===== src/rtl/led_pattern_gen.sv =====
// Prescaled LED pattern generator: binary count, bounce scan, PWM breathing or static pattern.
// Define LED_ACTIVE_LOW_EN to invert led (and reset it to all ones) for active-low boards.
module led_pattern_gen #(
    parameter int unsigned N_LED      = 8,
    parameter int unsigned COUNT_W    = 32,
    parameter int unsigned PRESCALE_W = 16
) (
    input  logic                  clk,
    input  logic                  rst_n,
    input  logic                  en,
    input  logic [1:0]            mode,
    input  logic [PRESCALE_W-1:0] div,
    input  logic [N_LED-1:0]      pattern,
    output logic                  tick,
    output logic [N_LED-1:0]      led
);

    localparam logic [1:0] ModeCount   = 2'd0;
    localparam logic [1:0] ModeScan    = 2'd1;
    localparam logic [1:0] ModeBreathe = 2'd2;
    localparam logic [1:0] ModeStatic  = 2'd3;

`ifdef LED_ACTIVE_LOW_EN
    localparam logic [N_LED-1:0] LedInvert = '1;
`else
    localparam logic [N_LED-1:0] LedInvert = '0;
`endif

    logic [PRESCALE_W-1:0] pre_q;
    logic [COUNT_W-1:0]    count_q;
    logic [N_LED-1:0]      pos_q;
    logic [N_LED-1:0]      pos_d;
    logic                  dir_q;   // 0 = moving up, 1 = moving down
    logic                  dir_d;
    logic [7:0]            pwm_q;
    logic                  advance;
    logic [8:0]            phase;
    logic [7:0]            duty;
    logic                  bright;
    logic [N_LED-1:0]      led_val;

    assign advance = tick & en;
    assign phase   = count_q[COUNT_W-1 -: 9];
    assign duty    = phase[8] ? ~phase[7:0] : phase[7:0];
    assign bright  = (pwm_q < duty);

    // Turn around at an end so each end is lit for exactly one step.
    always_comb begin
        pos_d = pos_q;
        dir_d = dir_q;
        if (N_LED > 1) begin
            if (dir_q ? pos_q[0] : !pos_q[N_LED-1]) begin
                pos_d = pos_q << 1;
                dir_d = 1'b0;
            end else begin
                pos_d = pos_q >> 1;
                dir_d = 1'b1;
            end
        end
    end

    always_comb begin
        led_val = '0;
        case (mode)
            ModeCount:   led_val = count_q[COUNT_W-1 -: N_LED];
            ModeScan:    led_val = pos_q;
            ModeBreathe: led_val = {N_LED{bright}};
            ModeStatic:  led_val = pattern;
            default:     led_val = '0;
        endcase
    end

    always_ff @(posedge clk or negedge rst_n) begin
        if (!rst_n) begin
            pre_q   <= '0;
            count_q <= '0;
            pos_q   <= N_LED'(1);
            dir_q   <= 1'b0;
            pwm_q   <= '0;
            tick    <= 1'b0;
            led     <= LedInvert;
        end else begin
            if (en) begin
                // >= so that lowering div below pre wraps at once instead of stalling.
                if (pre_q >= div) begin
                    pre_q <= '0;
                    tick  <= 1'b1;
                end else begin
                    pre_q <= pre_q + PRESCALE_W'(1);
                    tick  <= 1'b0;
                end
                pwm_q <= pwm_q + 8'd1;
            end else begin
                tick <= 1'b0;
            end

            if (advance) begin
                count_q <= count_q + COUNT_W'(1);
                pos_q   <= pos_d;
                dir_q   <= dir_d;
            end

            led <= led_val ^ LedInvert;
        end
    end

endmodule


===== config.mk =====
export PLATFORM = sky130hd
export DESIGN_NAME = led_pattern_gen
export DESIGN_NICKNAME = d
export VERILOG_FILES = /design/src/rtl/led_pattern_gen.sv
export SDC_FILE = /design/constraint.sdc
export NUM_CORES = 1
export LEC_CHECK = 0
export BUFFER_PORTS_ARGS = -buffer_cell sky130_fd_sc_hd__buf_2
export CORE_MARGIN = 2
export CORE_UTILIZATION = 38
export DETAILED_ROUTE_END_ITERATION = 7
export GPL_TIMING_DRIVEN = 0
export SLEW_MARGIN = 30
export SYNTH_ARGS = -nofsm -noshare
export SYNTH_HDL_FRONTEND = slang
export SYNTH_SLANG_ARGS = --single-unit
export TNS_END_PERCENT = 30

===== constraint.sdc =====
create_clock -name clk -period 2.1 [get_ports clk]
set_clock_uncertainty 0.05 [all_clocks]
set_input_delay 0.525 -clock clk [delete_from_list [all_inputs] [get_ports clk]]
set_output_delay 0.525 -clock clk [all_outputs]
set_load 0.02 [all_outputs]

# ---- Yosys cells after proc, flatten, opt, wreduce, memory -nomap -nowiden
# Cells that the tools add are included.
dict set report word_totals {
  reg_bits 74
  latchBits 0
  ram_bits 0
  rom_bits 0
  inputBits 29
  out_inout_bits 9
  wordCells 27
  memories 0
}
dict set report op_classes {
  addsub 3
  mul 0
  n_div 0
  order_cmp 2
  eq_ne 3
  shift 0
  muxes 8
  n_bitwise 2
  n_reduce_logical 2
}
# op count
set ops {}
lappend ops {{adder 32 x 1 -> 32 bit (second input constant)} 1}
lappend ops {{case mux 8 bit (4 select lines)} 1}
lappend ops {{adder 16 x 1 -> 16 bit (second input constant)} 1}
lappend ops {{greater-or-equal comparator 16 bit} 1}
lappend ops {{two-way mux 16 bit} 1}
lappend ops {{two-way mux 8 bit} 2}
lappend ops {{adder 8 x 1 -> 8 bit (second input constant)} 1}
lappend ops {{< comparator 8 bit} 1}
lappend ops {{NOT 8 bit} 1}
lappend ops {{== test 2 bit (second input constant)} 2}
lappend ops {{two-way mux 1 bit} 4}
lappend ops {{== test 2 x 1 -> 1 bit (second input constant)} 1}
lappend ops {{zero test 2 bit} 1}
lappend ops {{bitwise AND 1 bit} 1}
lappend ops {{zero test 1 bit} 1}

# ---- Depth between registers and ports, before layout
# Gate-level depths: netlist (run 1).
dict set report logic_depth {
  depth_word 4
  mapped_depth 8
  depth_no_buf 7
}

# ---- Least setup slack after synthesis (run 1)
# Ideal clock, no wire load.
dict set report synth_path {
  kind {input to register}
  from {input div[0]}
  to {register pre_q[9]}
  t_arrival_ns 1.906
  t_required_ns 1.973
  path_slack_ns 0.067
  stages 7
  path_buffers 1
  path_cell_list {ha_1 nand2b_1 a2111oi_0 o21a_1 o21ai_2 buf_2 a21oi_1}
}
dict set report synth_via {
  elab_chain_cells 2
}
# element line
set synth_lines {}
lappend synth_lines {{start: declaration} 12} ;# input logic [PRESCALE_W-1:0] div,
lappend synth_lines {{greater-or-equal comparator 16 bit} 85} ;# if (pre_q >= div) begin
lappend synth_lines {{two-way mux 16 bit} 85}
lappend synth_lines {{end signal: assignment} 89} ;# pre_q <= pre_q + PRESCALE_W'(1);
lappend synth_lines {{end: declaration} 29} ;# logic [PRESCALE_W-1:0] pre_q;
# Every way passes these cells.
# A chain may end at the register's enable or synchronous reset.

# ---- Final worst setup path (run 1)
dict set report layout_path {
  from {register count_q[31]}
  to {register led[3]}
}
dict set report layout_via {
  elab_chain_cells 3
}
# element line
set layout_lines {}
lappend layout_lines {{start: declaration} 30} ;# logic [COUNT_W-1:0] count_q;
lappend layout_lines {{start signal: assignment} 98} ;# count_q <= count_q + COUNT_W'(1);
lappend layout_lines {{two-way mux 8 bit} 44} ;# assign duty = phase[8] ? ~phase[7:0] : phase[7:0];
lappend layout_lines {{< comparator 8 bit} 45} ;# assign bright = (pwm_q < duty);
lappend layout_lines {{case mux 8 bit (4 select lines)} 64} ;# case (mode)
lappend layout_lines {{named net led_val[3]} 40} ;# logic [N_LED-1:0] led_val;
lappend layout_lines {{end signal: assignment} 81} ;# led <= LedInvert;
lappend layout_lines {{end signal: assignment} 103} ;# led <= led_val ^ LedInvert;
lappend layout_lines {{end: declaration} 15} ;# output logic [N_LED-1:0] led
# The timed path passes the listed nets, and every way through them passes these cells.

==> results.md, run 1 <==
* Status: completed
* Pins Over Slew Limit at 0
* Largest net degree at the start of global routing at 39
* Cells taking the most area after synthesis: dfrtp_1 45%, xnor2_1 8.3%, ha_1 8.1%
* Fin crit period at approximately 2000 ps
* Prevailing post-synth register cell: dfrtp_1
* Crit end category: flip-flop
* Pre-CTS WS at -268 ps
* Worst Path Max Fanout at 10
* Vias in the first global route at slightly above 3000
* Worst EP arrival at between 2000 and 2500 ps
* GRT Total Usage at 0.150
* Layout cell share with drive strength beyond 1 at 0.182
* Switching power at 1.12 mW
* WP data required at roughly 2300 ps
* Worst Hold Class: in2async
* RSZ-0062 raised after global routing: no
* Routability cong. at 0.757
* Slew @ Worst Pin at about 660 ps
* WL/cell at ~13 um
* Die width at 107 um
* CTS buffer count at 9
* Mapped Nets at between 400 and 500
* Fin. Hold Viols at 0
* Count leader, synth: dfrtp_1
* Highest Clock Rate at slightly above 500 MHz
* Relative slew slack at 0.562
* Final nets at 494
* IO Port Bufs at 37
* Maximum VDD drop at a little over 0.0004 V
* Initial core utilization at 0.391
* Grt total ovfl at 0
* Worst setup margin at 131 ps
* Post-synth EDFFs at 0
* CTS sink count at 74
* Remaining antenna violation count at 0
* DIE AREA at ~11000 um2
* Worst-path clk slew at 80 ps
* Area of placed instances at 4410 um2
* Worst reg2reg endpoint: led[3]
* Seq/Total Area, Yosys at 0.459
* Root Buffer Master: clkbuf_8
* Count of state elements after synthesis at 74
* Clock power frac at 0.336
* Final Cycle Share at 0.938
* Final instance area at approximately 4700 um2
* 1st-iter DRT viols at between 100 and 150
* Sw Ratio at 0.292
* Post-Route WL at between 7000 and 8000 um
* Vias/cell at around 5
* Int Power at 2.71 mW
* I/O pin cnt at 38
* Synth async-reset ratio at 1.00
* # fillers at 977
* Synth warn at 0
* Layout area overhead at 16.4%
* Row count at 37
* First-pass GRT wire length at ~14000 um
* CTS H-tree depth at 3
* GR met3 Demand/Resource at 0.0426
* Cells after synthesis at 390
* Part of the power in combinational logic at 0.203
* Final Setup Violations at 0
* Startpoint types: flip-flop
* Met2 Use GR at 0.245
* Initial antenna violation count at 0
* Clock insertion delay at the later pin of the skew report at roughly 360 ps
* Power Dens Cells at between 800 and 900 nW/um2
* Crit path cell chain: buf_4 -> xnor2_1 -> ha_1 -> and3_1 -> nand3_1 -> a211oi_2 -> a211o_2 -> o211ai_1
* Gr busiest metal: met2
* R2R Path Start: count_q[31]
* Yosys top cell by area: dfrtp_1
* Final HPWL DP at approximately 5600 um
* Number of remaining DRC errors at 0
* CTS tree: yes
* DRT Pass-1 Iters at 4
* Chip Height at between 100 and 150 um
* Flop pwr share at 0.460
* Max Root-Sink Buffers at 2
* Max-Cap Viols at 0
* Post-synth cell types at 44
* Worst reg2reg path depth at 8
* Hold_buf cts at 0
* Total power draw at around 3.8 mW
* Met1 Track Usage GR at 0.191
* Core area at around 10000 um2
* Worst path max stage delay at about 360 ps
* Via count at ~2900
* Ant diodes at 0
* Synth Cell Area at just over 4000 um2
* Synth top cells by count: 73 x dfrtp_1, 44 x nand2_1, 38 x xnor2_1, 26 x ha_1, 25 x inv_1
* Yosys top cell area share at 0.453
* Mean Syn Cell Area at approximately 10 um2
* Pleak at about 2.3 nW
* CP max stage cell: dfrtp_1
* Kind of critical path: reg2reg
* R2r setup slk at ~130 ps
==> timing repair <==
action,in CTS,in global routing
gates resized for setup,6,6
endpoints found under the setup margin,18,21
buffers inserted,0,1
pin swaps,2,3
==> cell usage in the layout (no fill, tap or decap), drive strengths merged, types with 3 or more instances in the layout <==
master  count
nand3      16
buf        44
nor2       15
nor3        6
nor4        4
and4        3
xnor2      39
nand2      45
mux2i      15
dfrtp      73
o211ai      9
nand4      14
clkbuf     19
xor2       20
and2        4
inv        25
and3        8
o21ai      13
ha         26
a21oi      19
o22ai       3
==> per-stage QoR <==
| stage | hold WS (ps) | util | std cells | setup TNS (ps) |
|---|---|---|---|---|
| floorplan | 179 | - | 390 | 0 |
| global placement | 403 | 0.425 | 563 | -4100 |
| detailed placement | 410 | 0.427 | 564 | -3040 |
| CTS | 93.4 | 0.452 | 580 | 0 |
| global route | 114 | 0.455 | 580 | 0 |
| finish | 81.0 | 0.455 | 580 | 0 |
==> worst max-delay path, delay by kind of cell (launching register included) <==
family	cells	cell delay (ps)
compound gates	3	500
xor+xnor	1	130
fa+ha+maj	1	300
buf+inv	1	180
flops	1	360
simple gates	2	300
==> power by group through the flow <==
stage	sequential [mW]	combinational [mW]	clock, mW
floorplan	1.80	0.478	0
global placement	1.79	0.694	0
detailed placement	1.79	0.736	0
CTS	1.76	0.773	1.32
global route	1.79	0.883	1.38
finish	1.76	0.778	1.29
==> logic make-up after synthesis <==
kind of cell / count (synthesis) / synth area share
XOR/XNOR: 59 / 0.130
buffers and inverters: 38 / 0.0381
adder cells (fa/ha/maj): 26 / 0.0806
AND/OR/NAND/NOR: 118 / 0.159
AO/OA/AOI/OAI: 58 / 0.0900
flip-flops: 74 / 0.459
multiplexers: 17 / 0.0428
==> worst max-delay path by stage <==
stage                      startpoint     endpoint  slack (ps)  cells past startpoint
final                     count_q[31]       led[3]         130                      8
after global placement         div[0]    pre_q[14]        -260                      8
after CTS                 count_q[31]       led[3]          10                      8
after detailed placement       div[0]    pre_q[13]        -270                      8
after floorplan                div[0]     pre_q[9]          70                      7
after global routing       count_q[0]  count_q[26]          20                      7
==> sequential cells by signal, indices dropped and copies added (netlist names) <==
register  count
count_q      32
pre_q        16
led           8
pos_q         8
dir_q         1
pwm_q         8
tick          1
==> cell type report <==
class                      count  area (um2)  share of cell area
timing repair buffer          39         215              0.0458
inverter                      25        93.8              0.0200
buffer                        12        65.1              0.0139
multi-input combinational    278        2060               0.439
tap                          136         170              0.0362
clock buffer                  12         165              0.0352
clock inverter                 4        72.6              0.0155
sequential                    74        1850               0.395
==> routing by layer <==
layer,up-vias,wire length [um]
li1,1446,-
met1,1380,3740
met2,37,3600
met3,10,286
met4,0,105
met5,-,0
No activity file was read; power rests on OpenSTA's default activity.
==> inputs of run 2 (changes only) <==
Settings changed: PLACE_DENSITY set to 0.63.
==> run 2 against run 1 <==
Net effect: first-iteration DRC count shrank 12%; total power shrank 0.35%; wire length grew 3.6%; sequential share of layout area shrank 0.19 points; maximum frequency shrank 2.0%; flip-flop and latch count is the same; utilization grew 0.22 points; largest cell class unchanged; highest routed layer unchanged.
==> results.md, run 2 (synthesized netlist as in run 1, its figures left out) <==
* Kind of critical path: reg2reg
* Final nets at approximately 500
* Pleak at about 2.3 nW
* Worst path max stage delay at ~410 ps
* R2r setup slk at ~90 ps
* Via count at between 2000 and 3000
* Chip Height at ~110 um
* Area of placed instances at around 4400 um2
* Routability cong. at roughly 0.80
* Fin crit period at roughly 2000 ps
* Initial antenna violation count at 0
* IO Port Bufs at 37
* Power Dens Cells at 809 nW/um2
* Vias in the first global route at between 3000 and 4000
* Final instance area at around 4700 um2
* Most common cell after layout, fill and taps aside: dfrtp_1
* RSZ-0062 raised after global routing: yes
* Commonest cells after routing, fill and taps aside: 73 x dfrtp_1, 44 x nand2_1, 37 x xnor2_1, 37 x buf_2, 26 x ha_1
* Part of the power in combinational logic at 0.217
* Int Power at between 2 and 3 mW
* Largest net degree at the start of global routing at 52
* Pins Over Slew Limit at 0
* CTS tree: yes
* WL/cell at 13.8 um
* Max-Cap Viols at 0
* WP data required at 2270 ps
* Layout cell share with drive strength beyond 1 at 0.182
* Delay-heaviest family, CP: compound AO/OA/AOI/OAI gates
* Total power draw at about 3.8 mW
* CTS buffer count at 9
* CTS sink count at 74
* DIE AREA at around 11000 um2
* Final hold slack at approximately 18 ps
* 1st-iter DRT viols at 108
* Status: completed
* Worst Hold Class: in2async
* Post-Route WL at approximately 8000 um
* Worst reg2reg endpoint: pre_q[13]
* Worst-path clk slew at about 70 ps
* Flop pwr share at 0.463
* Largest regs: count_q x32, pre_q x16
* Sw Ratio at 0.298
* DRT Pass-1 Iters at 4
* Final Setup Violations at 0
* Core area at between 10000 and 15000 um2
* Initial core utilization at 0.391
* Highest Clock Rate at ~500 MHz
* Ant diodes at 0
* Grt total ovfl at 0
* Clock insertion delay at the later pin of the skew report at between 300 and 400 ps
* R2R Path Start: pre_q[14]
* Remaining antenna violation count at 0
* Relative slew slack at 0.535
* Worst Path Max Fanout at 10
* Max Root-Sink Buffers at 2
* Switching power at ~1.1 mW
* Final Cycle Share at 0.957
* Core Util, Final at 0.457
* Register with the most flip-flops: count_q
* TNS Setup at 0 ps
* Die width at ~110 um
* Maximum VDD drop at about 0.00047 V
* Crit end category: flip-flop
* Slew @ Worst Pin at around 700 ps
* Worst EP arrival at about 2200 ps
* Startpoint types: flip-flop
* Layout area overhead at 16.9%
* I/O pin cnt at 38
* Vias/cell at between 5 and 6
* CTS H-tree depth at 3
* Root Buffer Master: clkbuf_8
* Hold_buf cts at 0
* WP buf/inv at 1
* Crit path cell chain: ha_1 -> nand4_1 -> nor2_1 -> o2111ai_2 -> o21ai_4 -> buf_6 -> a21oi_1
* Largest register FFs at 32
* Final HPWL DP at about 5700 um
* Fin. Hold Viols at 0
* Number of remaining DRC errors at 0
* GRT Total Usage at 0.154
* First-pass GRT wire length at 13900 um
* Row count at 37
* Worst reg2reg path depth at 7
* CP max stage cell: dfrtp_1
* Clock power frac at 0.320
[run 2: per-layer routing]
| metal | wire length [um] | vias up | track usage |
|---|---|---|---|
| met2 | 3910 | 44 | 0.261 |
| met5 | 0 | - | 0 |
| met4 | 91 | 0 | 0.0492 |
| met1 | 3730 | 1461 | 0.188 |
| li1 | - | 1454 | - |
| met3 | 280 | 8 | 0.0438 |
[run 2: stage by stage]
stage                     std cells  worst slack [ps]
after global routing            582             -33.0
final                           582              91.3
after detailed placement        564              -329
after global placement          563              -248
after CTS                       581              15.3
after floorplan                 390              66.8
[run 2: how the worst max path moves through the flow]
stage	startpoint	to	slack (ps)	cells after the start
after floorplan	div[0]	pre_q[9]	70	7
final	pre_q[14]	pre_q[13]	90	7
after global routing	pre_q[13]	pre_q[10]	-30	7
after CTS	count_q[31]	led[4]	20	8
after detailed placement	div[0]	pre_q[13]	-330	8
after global placement	div[0]	pre_q[13]	-250	8
[run 2: timing repair]
action	CTS	global route
pin swaps	2	6
setup endpoints to repair	18	22
gates resized for setup	5	9
setup buffers	1	2
[run 2: power by group through the flow]
stage	logic [mW]	registers (mW)	clock network, mW
2_1_floorplan	0.478	1.80	0
3_3_place_gp	0.692	1.79	0
3_5_place_dp	0.746	1.79	0
4_1_cts	0.800	1.77	1.26
5_1_grt	0.938	1.79	1.32
6_report	0.826	1.77	1.22
[run 2: area by class of cell]
class	count	area (um2)
fill	957	5610
multi-input combinational	278	2080
sequential	74	1850
timing repair buffer	41	238
tap	136	170
clock buffer	12	145
inverter	25	93.8
clock inverter	4	73.8
buffer	12	65.1
==> inputs of run 3 (changes only) <==
Settings changed: REMOVE_ABC_BUFFERS set to 1.
==> run 3 against run 2 <==
Net effect: clock-buffer cell count did not move; worst setup slack improved by 4.7 ps; register-to-register slack barely moved; wire length fell by 5.7%; global-route usage fell by 0.98 points; via count fell by 3.1%; final cell count fell by 2.2%; maximum frequency rose by 0.23%; non-clock buffer count fell by 14; design area fell by 0.82%; critical endpoint is now pre_q[2]; largest cell class unchanged.
==> results.md, run 3 (synthesized netlist as in run 1, its figures left out) <==
* Status: completed
* DIE AREA at approximately 11000 um2
* Core Util, Final at 0.453
* Routability cong. at between 0.7 and 0.8
* Pins Over Slew Limit at 0
* Kind of critical path: reg2reg
* Fin. Hold Viols at 0
* Vias in the first global route at around 2900
* Final Setup Violations at 0
* Met1 WL at about 3600 um
* Startpoint types: flip-flop
* Fin crit period at between 2000 and 2500 ps
* Power Dens Cells at 826 nW/um2
* Die width at approximately 110 um
* WP data required at between 2000 and 2500 ps
* CTS tree: yes
* Layout area overhead at 16.0%
* Chip Height at around 110 um
* Crit path cell chain: ha_1 -> nand4_1 -> nor2_2 -> o2111ai_4 -> o21ai_4 -> o221ai_1
* GRT Total Usage at 0.144
* Pleak at 2.23 nW
* Core area at about 10000 um2
* Top Metal Used: met4
* Switching power at roughly 1.1 mW
* Grt total ovfl at 0
* Hold_buf cts at 0
* Slew @ Worst Pin at between 500 and 600 ps
* Largest register FFs at 32
* Largest net degree at the start of global routing at 45
* Area of placed instances at around 4400 um2
* Part of the power in combinational logic at 0.209
* Remaining antenna violation count at 0
* Relative slew slack at 0.644
* Max Root-Sink Buffers at 2
* Clock power frac at 0.334
* Crit end category: flip-flop
* Worst path max stage delay at slightly above 400 ps
* Worst Path Max Fanout at 8
* Final HPWL DP at 5360 um
* Int Power at between 2 and 3 mW
* First-pass GRT wire length at between 10000 and 15000 um
* IO Port Bufs at 37
* Largest regs: count_q x32, pre_q x16
* Via count at 2876
* Vias/cell at approximately 5.1
* Worst-path clk slew at approximately 80 ps
* Most common cell after layout, fill and taps aside: dfrtp_1
* Maximum VDD drop at between 0.0002 and 0.0003 V
* Delay-heaviest family, CP: compound AO/OA/AOI/OAI gates
* CTS buffer count at 9
* WP buf/inv at 0
* Commonest cells after routing, fill and taps aside: 72 x dfrtp_1, 44 x nand2_1, 38 x xnor2_1, 35 x buf_2, 26 x ha_1
* DRT Pass-1 Iters at 4
* Post-Route WL at around 7600 um
* Worst Hold Class: in2async
* Final instance area at approximately 4700 um2
* CTS H-tree depth at 3
* Flop pwr share at 0.457
* Ant diodes at 0
* Final nets at 483
* WL/cell at 13.3 um
* 1st-iter DRT viols at 87
* Layout cell share with drive strength beyond 1 at 0.185
* Routed length on met2 at approximately 3700 um
* Number of remaining DRC errors at 0
* CTS sink count at 74
* # fillers at 966
* Initial antenna violation count at 0
* Clock insertion delay at the later pin of the skew report at around 350 ps
* Final Cycle Share at 0.954
* Root Buffer Master: clkbuf_8
* Max-Cap Viols at 0
* Initial core utilization at 0.391
* Pre-CTS WS at -494 ps
* Worst setup margin at 96.0 ps
* I/O pin cnt at 38
* Worst EP arrival at between 2000 and 2500 ps
* Register with the most flip-flops: count_q
* Row count at 37
* Sw Ratio at 0.294
* Highest Clock Rate at between 400 and 500 MHz
* WL met3 at ~120 um
* CP max stage cell: dfrtp_1
## run 3: metal layers
layer / vias to the layer above / global-route usage
met2: 25 / 0.237
met1: 1415 / 0.188
met3: 8 / 0.0292
met4: 0 / 0.0510
met5: - / 0
li1: 1428 / -
## run 3: area by class of cell
cell class / count / area [um2] / area share
Clock buffer: 12 / 165 / 0.0353
Clock inverter: 4 / 72.6 / 0.0155
Inverter: 25 / 93.8 / 0.0201
Multi-Input combinational cell: 279 / 2100 / 0.448
Sequential cell: 74 / 1850 / 0.396
Tap cell: 136 / 170 / 0.0364
Timing Repair Buffer: 39 / 225 / 0.0481
## run 3: worst paths after layout
kind | startpoint | cells past startpoint | endpoint | slack [ps]
max | pre_q[13] | 6 | pre_q[2] | 100
min | rst_n | 1 | pwm_q[7] | 50
max reg2reg | pre_q[13] | 6 | pre_q[2] | 100
min reg2reg | count_q[12] | 1 | count_q[12] | 420
max in group asynchronous | rst_n | 2 | pos_q[0] | 1340
min in group clk | pattern[5] | 3 | led[5] | 350
## run 3: through the flow
stage | TNS (ps) | total power [mW] | hold slack [ps] | cells
after CTS | 0 | 3.85 | 59.8 | 567
after global placement | -11350 | 2.48 | 404 | 550
after detailed placement | -10990 | 2.53 | 410 | 551
after global routing | -2.28 | 4.12 | 70.1 | 569
after floorplan | 0 | 2.27 | 179 | 377
final | 0 | 3.86 | 49.3 | 569
## run 3: power groups by stage
stage,clock network (mW),registers (mW),logic [mW]
4_1_cts,1.32,1.77,0.755
5_1_grt,1.40,1.79,0.926
2_1_floorplan,0,1.80,0.465
3_3_place_gp,0,1.78,0.699
6_report,1.29,1.77,0.806
3_5_place_dp,0,1.79,0.738
## run 3: timing repair
item / CTS / global route
pin swaps: 0 / 4
setup buffers: 0 / 1
gates resized for setup: 4 / 11
gates cloned: 0 / 1
endpoints found under the hold margin: 0 / 0
setup endpoints to repair: 33 / 23
